**src/rtl/irq_pkg.sv**
```systemverilog
// Shared types and defaults for the interrupt controller slice.
package irq_pkg;

   localparam int unsigned IRQ_NSRC = 8;
   localparam int unsigned IRQ_IDW  = $clog2(IRQ_NSRC);

   typedef enum logic [1:0] {
      ST_IDLE    = 2'b00,
      ST_REQ     = 2'b01,
      ST_SERVICE = 2'b10
   } irq_state_e;

endpackage

```
**src/rtl/irq_prio_enc.sv**
```systemverilog
// Fixed-priority encoder: lowest set index wins.
module irq_prio_enc
   import irq_pkg::*;
#(
   parameter int unsigned NSRC = IRQ_NSRC,
   parameter int unsigned IDW  = IRQ_IDW
) (
   input  logic [NSRC-1:0] req,
   output logic [IDW-1:0]  idx,
   output logic            valid
);

   always_comb begin
      idx   = '0;
      valid = 1'b0;
      for (int unsigned i = 0; i < NSRC; i++) begin
         if (req[i] && !valid) begin
            idx   = IDW'(i);
            valid = 1'b1;
         end
      end
   end

endmodule

```
**src/rtl/irq_controller.sv**
```systemverilog
// Priority interrupt controller with IDLE/REQ/SERVICE handshake to the core.
// Define IRQ_EDGE_EN for edge-detected sticky pending bits; default is level mode.
module irq_controller
   import irq_pkg::*;
#(
   parameter int unsigned NSRC = IRQ_NSRC,
   parameter int unsigned IDW  = IRQ_IDW
) (
   input  logic            clk,
   input  logic            reset,
   input  logic [NSRC-1:0] irq_src,
   input  logic [NSRC-1:0] irq_mask,
   input  logic            eoi,
   input  logic            IACK,
   output logic            I_Req,
   output logic [IDW-1:0]  irq_id,
   output logic [NSRC-1:0] irq_pending,
   output logic            irq_busy,
   output logic [15:0]     irq_count
);

   irq_state_e      state_q, state_d;
   logic [NSRC-1:0] sync1_q, sync2_q;
   logic [NSRC-1:0] pend;
   logic [NSRC-1:0] pend_masked;
   logic [IDW-1:0]  id_q, id_d;
   logic [IDW-1:0]  enc_idx;
   logic            enc_valid;
   logic            ireq_q;
   logic            eoi_stk_q, eoi_stk_d;
   logic [15:0]     count_q, count_d;

   always_ff @(posedge clk or negedge reset) begin
      if (!reset) begin
         sync1_q <= '0;
         sync2_q <= '0;
      end else begin
         sync1_q <= irq_src;
         sync2_q <= sync1_q;
      end
   end

`ifdef IRQ_EDGE_EN
   logic [NSRC-1:0] sync3_q, pend_q, clr;

   always_comb begin
      clr = '0;
      if ((state_q == ST_REQ) && IACK) begin
         clr[id_q] = 1'b1;
      end
   end

   // A fresh edge on the bit being acknowledged survives the clear
   always_ff @(posedge clk or negedge reset) begin
      if (!reset) begin
         sync3_q <= '0;
         pend_q  <= '0;
      end else begin
         sync3_q <= sync2_q;
         pend_q  <= (pend_q & ~clr) | (sync2_q & ~sync3_q);
      end
   end

   assign pend = pend_q;
`else
   assign pend = sync2_q;
`endif

   assign pend_masked = pend & irq_mask;

   irq_prio_enc #(
      .NSRC (NSRC),
      .IDW  (IDW)
   ) u_prio_enc (
      .req   (pend_masked),
      .idx   (enc_idx),
      .valid (enc_valid)
   );

   always_comb begin
      state_d   = state_q;
      id_d      = id_q;
      count_d   = count_q;
      eoi_stk_d = 1'b0;
      case (state_q)
         ST_IDLE: begin
            if (enc_valid) begin
               state_d = ST_REQ;
               id_d    = enc_idx;
            end
         end
         ST_REQ: begin
            if (IACK) begin
               state_d = ST_SERVICE;
               count_d = count_q + 16'd1;
            end
         end
         ST_SERVICE: begin
            // eoi arriving while IACK is still high is remembered until IACK drops
            if ((eoi || eoi_stk_q) && !IACK) begin
               state_d = ST_IDLE;
            end else begin
               eoi_stk_d = eoi_stk_q || eoi;
            end
         end
         default: state_d = ST_IDLE;
      endcase
   end

   always_ff @(posedge clk or negedge reset) begin
      if (!reset) begin
         state_q   <= ST_IDLE;
         id_q      <= '0;
         count_q   <= '0;
         eoi_stk_q <= 1'b0;
         ireq_q    <= 1'b0;
      end else begin
         state_q   <= state_d;
         id_q      <= id_d;
         count_q   <= count_d;
         eoi_stk_q <= eoi_stk_d;
         ireq_q    <= (state_d == ST_REQ);
      end
   end

   assign I_Req       = ireq_q;
   assign irq_id      = id_q;
   assign irq_pending = pend;
   assign irq_busy    = (state_q == ST_REQ) || (state_q == ST_SERVICE);
   assign irq_count   = count_q;

endmodule
```
**config.mk**
```make
export PLATFORM = sky130hd
export DESIGN_NAME = irq_controller
export DESIGN_NICKNAME = d
export VERILOG_FILES = /design/src/rtl/irq_pkg.sv /design/src/rtl/irq_prio_enc.sv /design/src/rtl/irq_controller.sv
export SDC_FILE = /design/constraint.sdc
export NUM_CORES = 1
export LEC_CHECK = 0
export ABC_CLOCK_PERIOD_IN_PS = 4400
export CAP_MARGIN = 5
export CORE_AREA = 2 2 63 65
export DETAILED_ROUTE_END_ITERATION = 8
export DIE_AREA = 0 0 65 67
export PLACE_DENSITY = 0.71
export REMOVE_ABC_BUFFERS = 1
export SLEW_MARGIN = 25
export SYNTH_ARGS = -nofsm -noshare
export SYNTH_HDL_FRONTEND = slang
export SYNTH_SLANG_ARGS = --single-unit
```
**constraint.sdc**
```tcl
create_clock -name clk -period 4.4 [get_ports clk]
set_input_delay 0.88 -clock clk [delete_from_list [all_inputs] [get_ports clk]]
set_output_delay 0.88 -clock clk [all_outputs]
set_load 0.02 [all_outputs]
```
---- Word-level counts from Yosys, hierarchy flattened ----
Index checks and enable logic that the tools add are counted.
W data, S select, Z words.
word-level totals
  register bits after elaboration ......... 39
  input bits .............................. 20
  output and inout bits ................... 29
  logic and storage cells ................. 54
operators by class
  add/sub/neg operators ................... 1
  eq/ne operators ......................... 3
  mux-type cells .......................... 21
  bitwise operators ....................... 1
  reduce and logical (&&, ||, !) cells .... 21
operators by type and width
  operator                 number
  $add A16 B1 Y16 const B  1
  $mux W3                  4
  $mux W1                  11
  $mux W2                  5
  $and A8 B8 Y8            1
  $logic_and A1 B1 Y1      8
  $logic_not A1 Y1         8
  $pmux W2 S3              1
  $eq A2 B1 Y1 const B     2
  $reduce_and A2 Y1        2
  $eq A2 B2 Y1 const B     1
  $logic_not A2 Y1         1
  $logic_or A1 B1 Y1       2

---- Depth between registers and ports, before layout ----
  word-level depth ........................ 26
  mapped depth ............................ 6
  gate-level depth less buffers ........... 6

---- Hierarchy ----
Synthesis repeated with hierarchy kept, for this count alone.
unflattened totals
  cell total of the unflattened synthesis .. 122
  area, all modules ....................... 1585.3 um^2
by module, submodules not included
  module          instances  cells an instance  area an instance (um^2)  sequential area each (um^2)
  irq_controller  1          108                1502.7                   975.9
  irq_prio_enc    1          14                 82.6                     0.0

---- Worst setup path before layout ----
No wires, ideal clock.
  kind .................................... flip-flop to output port
  from .................................... register state_q[0]
  to ...................................... output irq_busy
  data arrival time ....................... 837 ps
  required time ........................... 3520 ps
  slack ................................... 2683 ps
  cell stages (with the launch flop) ...... 3
  path buffers ............................ 0
  cell sequence ........................... dfrtp_1 -> inv_1 -> ha_1
on the way
  longest elaborated chain between the ends .. 2
  elaborated cells on any way between the ends .. 3
  those cells by class .................... eq/ne: 2; reduce/logical: 1
RTL lines
  what                                          line                   text
  start: declaration                            irq_controller.sv:22   irq_state_e state_q, state_d;
  start signal: assignment                      irq_controller.sv:118  state_q <= state_d;
  $eq A2 B1 Y1 or $eq A2 B2 Y1 (tied branches)  irq_controller.sv:129  assign irq_busy = (state_q == ST_REQ) || (state_q == ST_SERVICE);
  $logic_or A1 B1 Y1 (*)                        irq_controller.sv:129
  end: declaration                              irq_controller.sv:18   output logic irq_busy,
Mark *: on every way between the ends. The rest lies on a longest branch, timed or not.

---- Final worst setup path ----
Same ends and word-level chain as after synthesis.

==> flow_summary.json <==
{
  "r2r_start": "state_q[1]$_DFF_PN0_",
  "synthTopCellsByArea": "dfrtp_1, xnor2_1, ha_1, a21oi_1, nand2_1",
  "met1_length_um": 1310,
  "hold_path.class": "register to register",
  "min_to": "irq_pending[4]$_DFF_PN0_",
  "initial_utilization_pct": 43.1,
  "cp-end-kind": "output pin",
  "htreeDepth": 2,
  "yosysTopAreaCellShare_pct": 62.8,
  "drv_cap": 0,
  "vias_per_cell": 4.85,
  "clkPwrFrac_pct": 26.2,
  "critPathMaxStageDelay_ns": 0.59,
  "yosysTopAreaCell": "dfrtp_1",
  "grt_pass1_wl_um": 5360,
  "wl_met2_um": 1580,
  "slew_headroom_pct": 45.0,
  "fmax_mhz": 391,
  "fin_nets": 204,
  "grt_pass1_vias": 1209,
  "antenna_found_initial": 0,
  "synthAdderAreaFrac_pct": 4.02,
  "critical_path_class": "register to output pin",
  "powerDensity_nw_per_um2": 518,
  "crit_fanout": 6,
  "synth_cell_types": 27,
  "postCtsSetupBuffers": 0,
  "cts_root_buf": "clkbuf_8",
  "drtPass1Iterations": 4,
  "rows": 22,
  "ys_warn_count": 0,
  "finalCriticalPeriod_ns": 2.55,
  "syn_area_um2": 1560,
  "cts-buffers-inserted": 5,
  "crit_family": "buffers and inverters",
  "ys_ff_latch": 39,
  "postSynthCellCount": 125,
  "cts.sinks": 39,
  "hold_start": "sync1_q[4]$_DFF_PN0_",
  "slowest_stage": "clkdlybuf4s50_1",
  "drc": 0,
  "synth_xor_area_share_pct": 8.45,
  "clockBufferDepth": 2,
  "clkTransAtPathRegs_ns": 0.07,
  "dr_wl_met3_um": 131,
  "leakage_nw": 0.957,
  "r2r-end": "irq_count[14]$_DFFE_PN0P_",
  "dieArea_um2": 4360,
  "hold_viol_final": 0,
  "synth-seq-area-share_pct": 62.8,
  "cts_hold_buf": 0,
  "synthToLayoutAreaGrowth_pct": 41.7,
  "grt_max_degree": 40,
  "period_share_pct": 58.1,
  "drive_above_1_share_pct": 8.89,
  "critical_path_arrival_ns": 1.67,
  "post_cts_resized": 0,
  "vias": 1105,
  "min_delay_path_depth": 0,
  "grt_use_total_pct": 16.8,
  "power.switching_mw": 0.363,
  "reg2regPathDepth": 6,
  "clk_latency_ns": 0.28,
  "place_ws_ns": 2.06,
  "top_layer": "met4",
  "num_antenna_cells": 0,
  "critPathLaunchType": "register",
  "cts_tree": "done",
  "worst_clock_skew_ns": 0.00451,
  "die_y_um": 67,
  "first_iter_violations": 46,
  "gr-total-overflow": 0,
  "switching_share_pct": 31.8,
  "required_ns": 3.52,
  "combPwrFrac_pct": 31.9,
  "gp_congestion": 0.849,
  "fin_ws_ns": 1.85,
  "path_cells": "inv_1, ha_1, clkdlybuf4s50_1",
  "outcome": "complete, no violations",
  "wl_um": 3080,
  "place_area_um2": 2090,
  "synth_compound_area_share_pct": 10.1,
  "intPower_mw": 0.778,
  "finalMaxSlewViolations": 0,
  "numPortBuffers": 48,
  "synth_area_per_cell_um2": 12.4,
  "dpl.hpwl_um": 2390,
  "synth_mux_area_share_pct": 0.724,
  "finalSetupViolations": 0,
  "tightest_slew_ns": 0.825,
  "synth_top_family_by_area": "simple AND/OR/NAND/NOR gates",
  "postRouteAntennaNets": 0,
  "seqPwrFrac_pct": 41.9,
  "final_cell_mix": "clkdlybuf4s50_1, dfrtp_1, nand2_1",
  "final_cell_area_um2": 2200,
  "cp_num_buf_inv": 2,
  "coreArea_um2": 3610,
  "io_pins": 49,
  "vdd_ir_drop_max_v": 0.000213,
  "wl_per_cell_um": 13.5,
  "fin_setup_tns_ns": 0,
  "rrSetupSlack_ns": 2.73,
  "grt_setup_unrepaired": "false",
  "die_x_um": 65,
  "nFillCells": 281,
  "fin_total_pwr_mw": 1.14,
  "final_common_cell": "clkdlybuf4s50_1",
  "post_synth_and_or_nand_nor_area_fraction_pct": 12.7
}
## metrics by stage
stage,util [%],hold WS (ns),cells
floorplan,-,0.331,124
global placement,57.8,0.334,220
detailed placement,57.8,0.335,220
CTS,61.1,0.350,228
global route,61.1,0.357,228
finish,61.1,0.346,228
## cells by family after synthesis
kind of cell / Yosys count
flip-flops: 39
AND/OR/NAND/NOR: 36
AO/OA/AOI/OAI: 24
XOR/XNOR: 15
buffers and inverters: 5
adder cells (fa/ha/maj): 5
multiplexers: 1
## flip-flops by register name (all words and copies together), names as in the netlist
name         count
irq_id           3
sync1_q          8
I_Req            1
state_q          2
irq_pending      8
irq_count       16
eoi_stk_q        1
## routing by layer
metal	track usage [%]	vias to the layer above
li1	-	545
met1	19.6	527
met2	28.0	29
met3	3.72	4
met4	10.6	0
met5	0	-
## power by group through the flow
stage,combinational [mW],clock [mW],sequential [mW]
2_1_floorplan,0.161,0,0.525
4_1_cts,0.365,0.306,0.479
5_1_grt,0.401,0.326,0.487
6_report,0.364,0.298,0.478
3_5_place_dp,0.363,0,0.485
3_3_place_gp,0.356,0,0.478
## cells in the mapped netlist
cell type  count
nor3b_1        1
xor2_1         4
ha_1           5
o21ba_2        1
inv_1          4
a211oi_1       1
a22oi_2        1
buf_2          1
nand3_1        2
nand4_4        1
nor2_1         8
o21ai_0        3
mux2_2         1
a211o_1        1
nand4_1        6
xnor2_1       11
o21a_1         1
a22oi_1        3
dfrtp_1       39
nand3_2        1
nor3_2         2
a31oi_1        1
a21o_1         1
a32oi_1        1
nand2_1       13
and3_1         2
a21oi_1       10
## cell type report
type | count | area [um2] | area share [%]
multi-input cells | 81 | 559 | 25.4
inverters | 4 | 15.0 | 0.681
clock buffers | 6 | 82.6 | 3.75
clock inverters | 2 | 35.0 | 1.59
flip-flops and latches | 39 | 976 | 44.3
well taps | 48 | 60.1 | 2.73
repair buffers | 48 | 475 | 21.6
## how the worst max path moves through the flow
stage          cells past startpoint                   endpoint            startpoint
6_report                           3                   irq_busy  state_q[0]$_DFF_PN0_
5_1_grt                            3                   irq_busy  state_q[0]$_DFF_PN0_
4_1_cts                            3                   irq_busy  state_q[0]$_DFF_PN0_
3_5_place_dp                       5  irq_count[14]$_DFFE_PN0P_                  IACK
3_3_place_gp                       5  irq_count[14]$_DFFE_PN0P_                  IACK
2_1_floorplan                      2                   irq_busy  state_q[0]$_DFF_PN0_
Note: power is estimated with default switching activity, not from simulation.
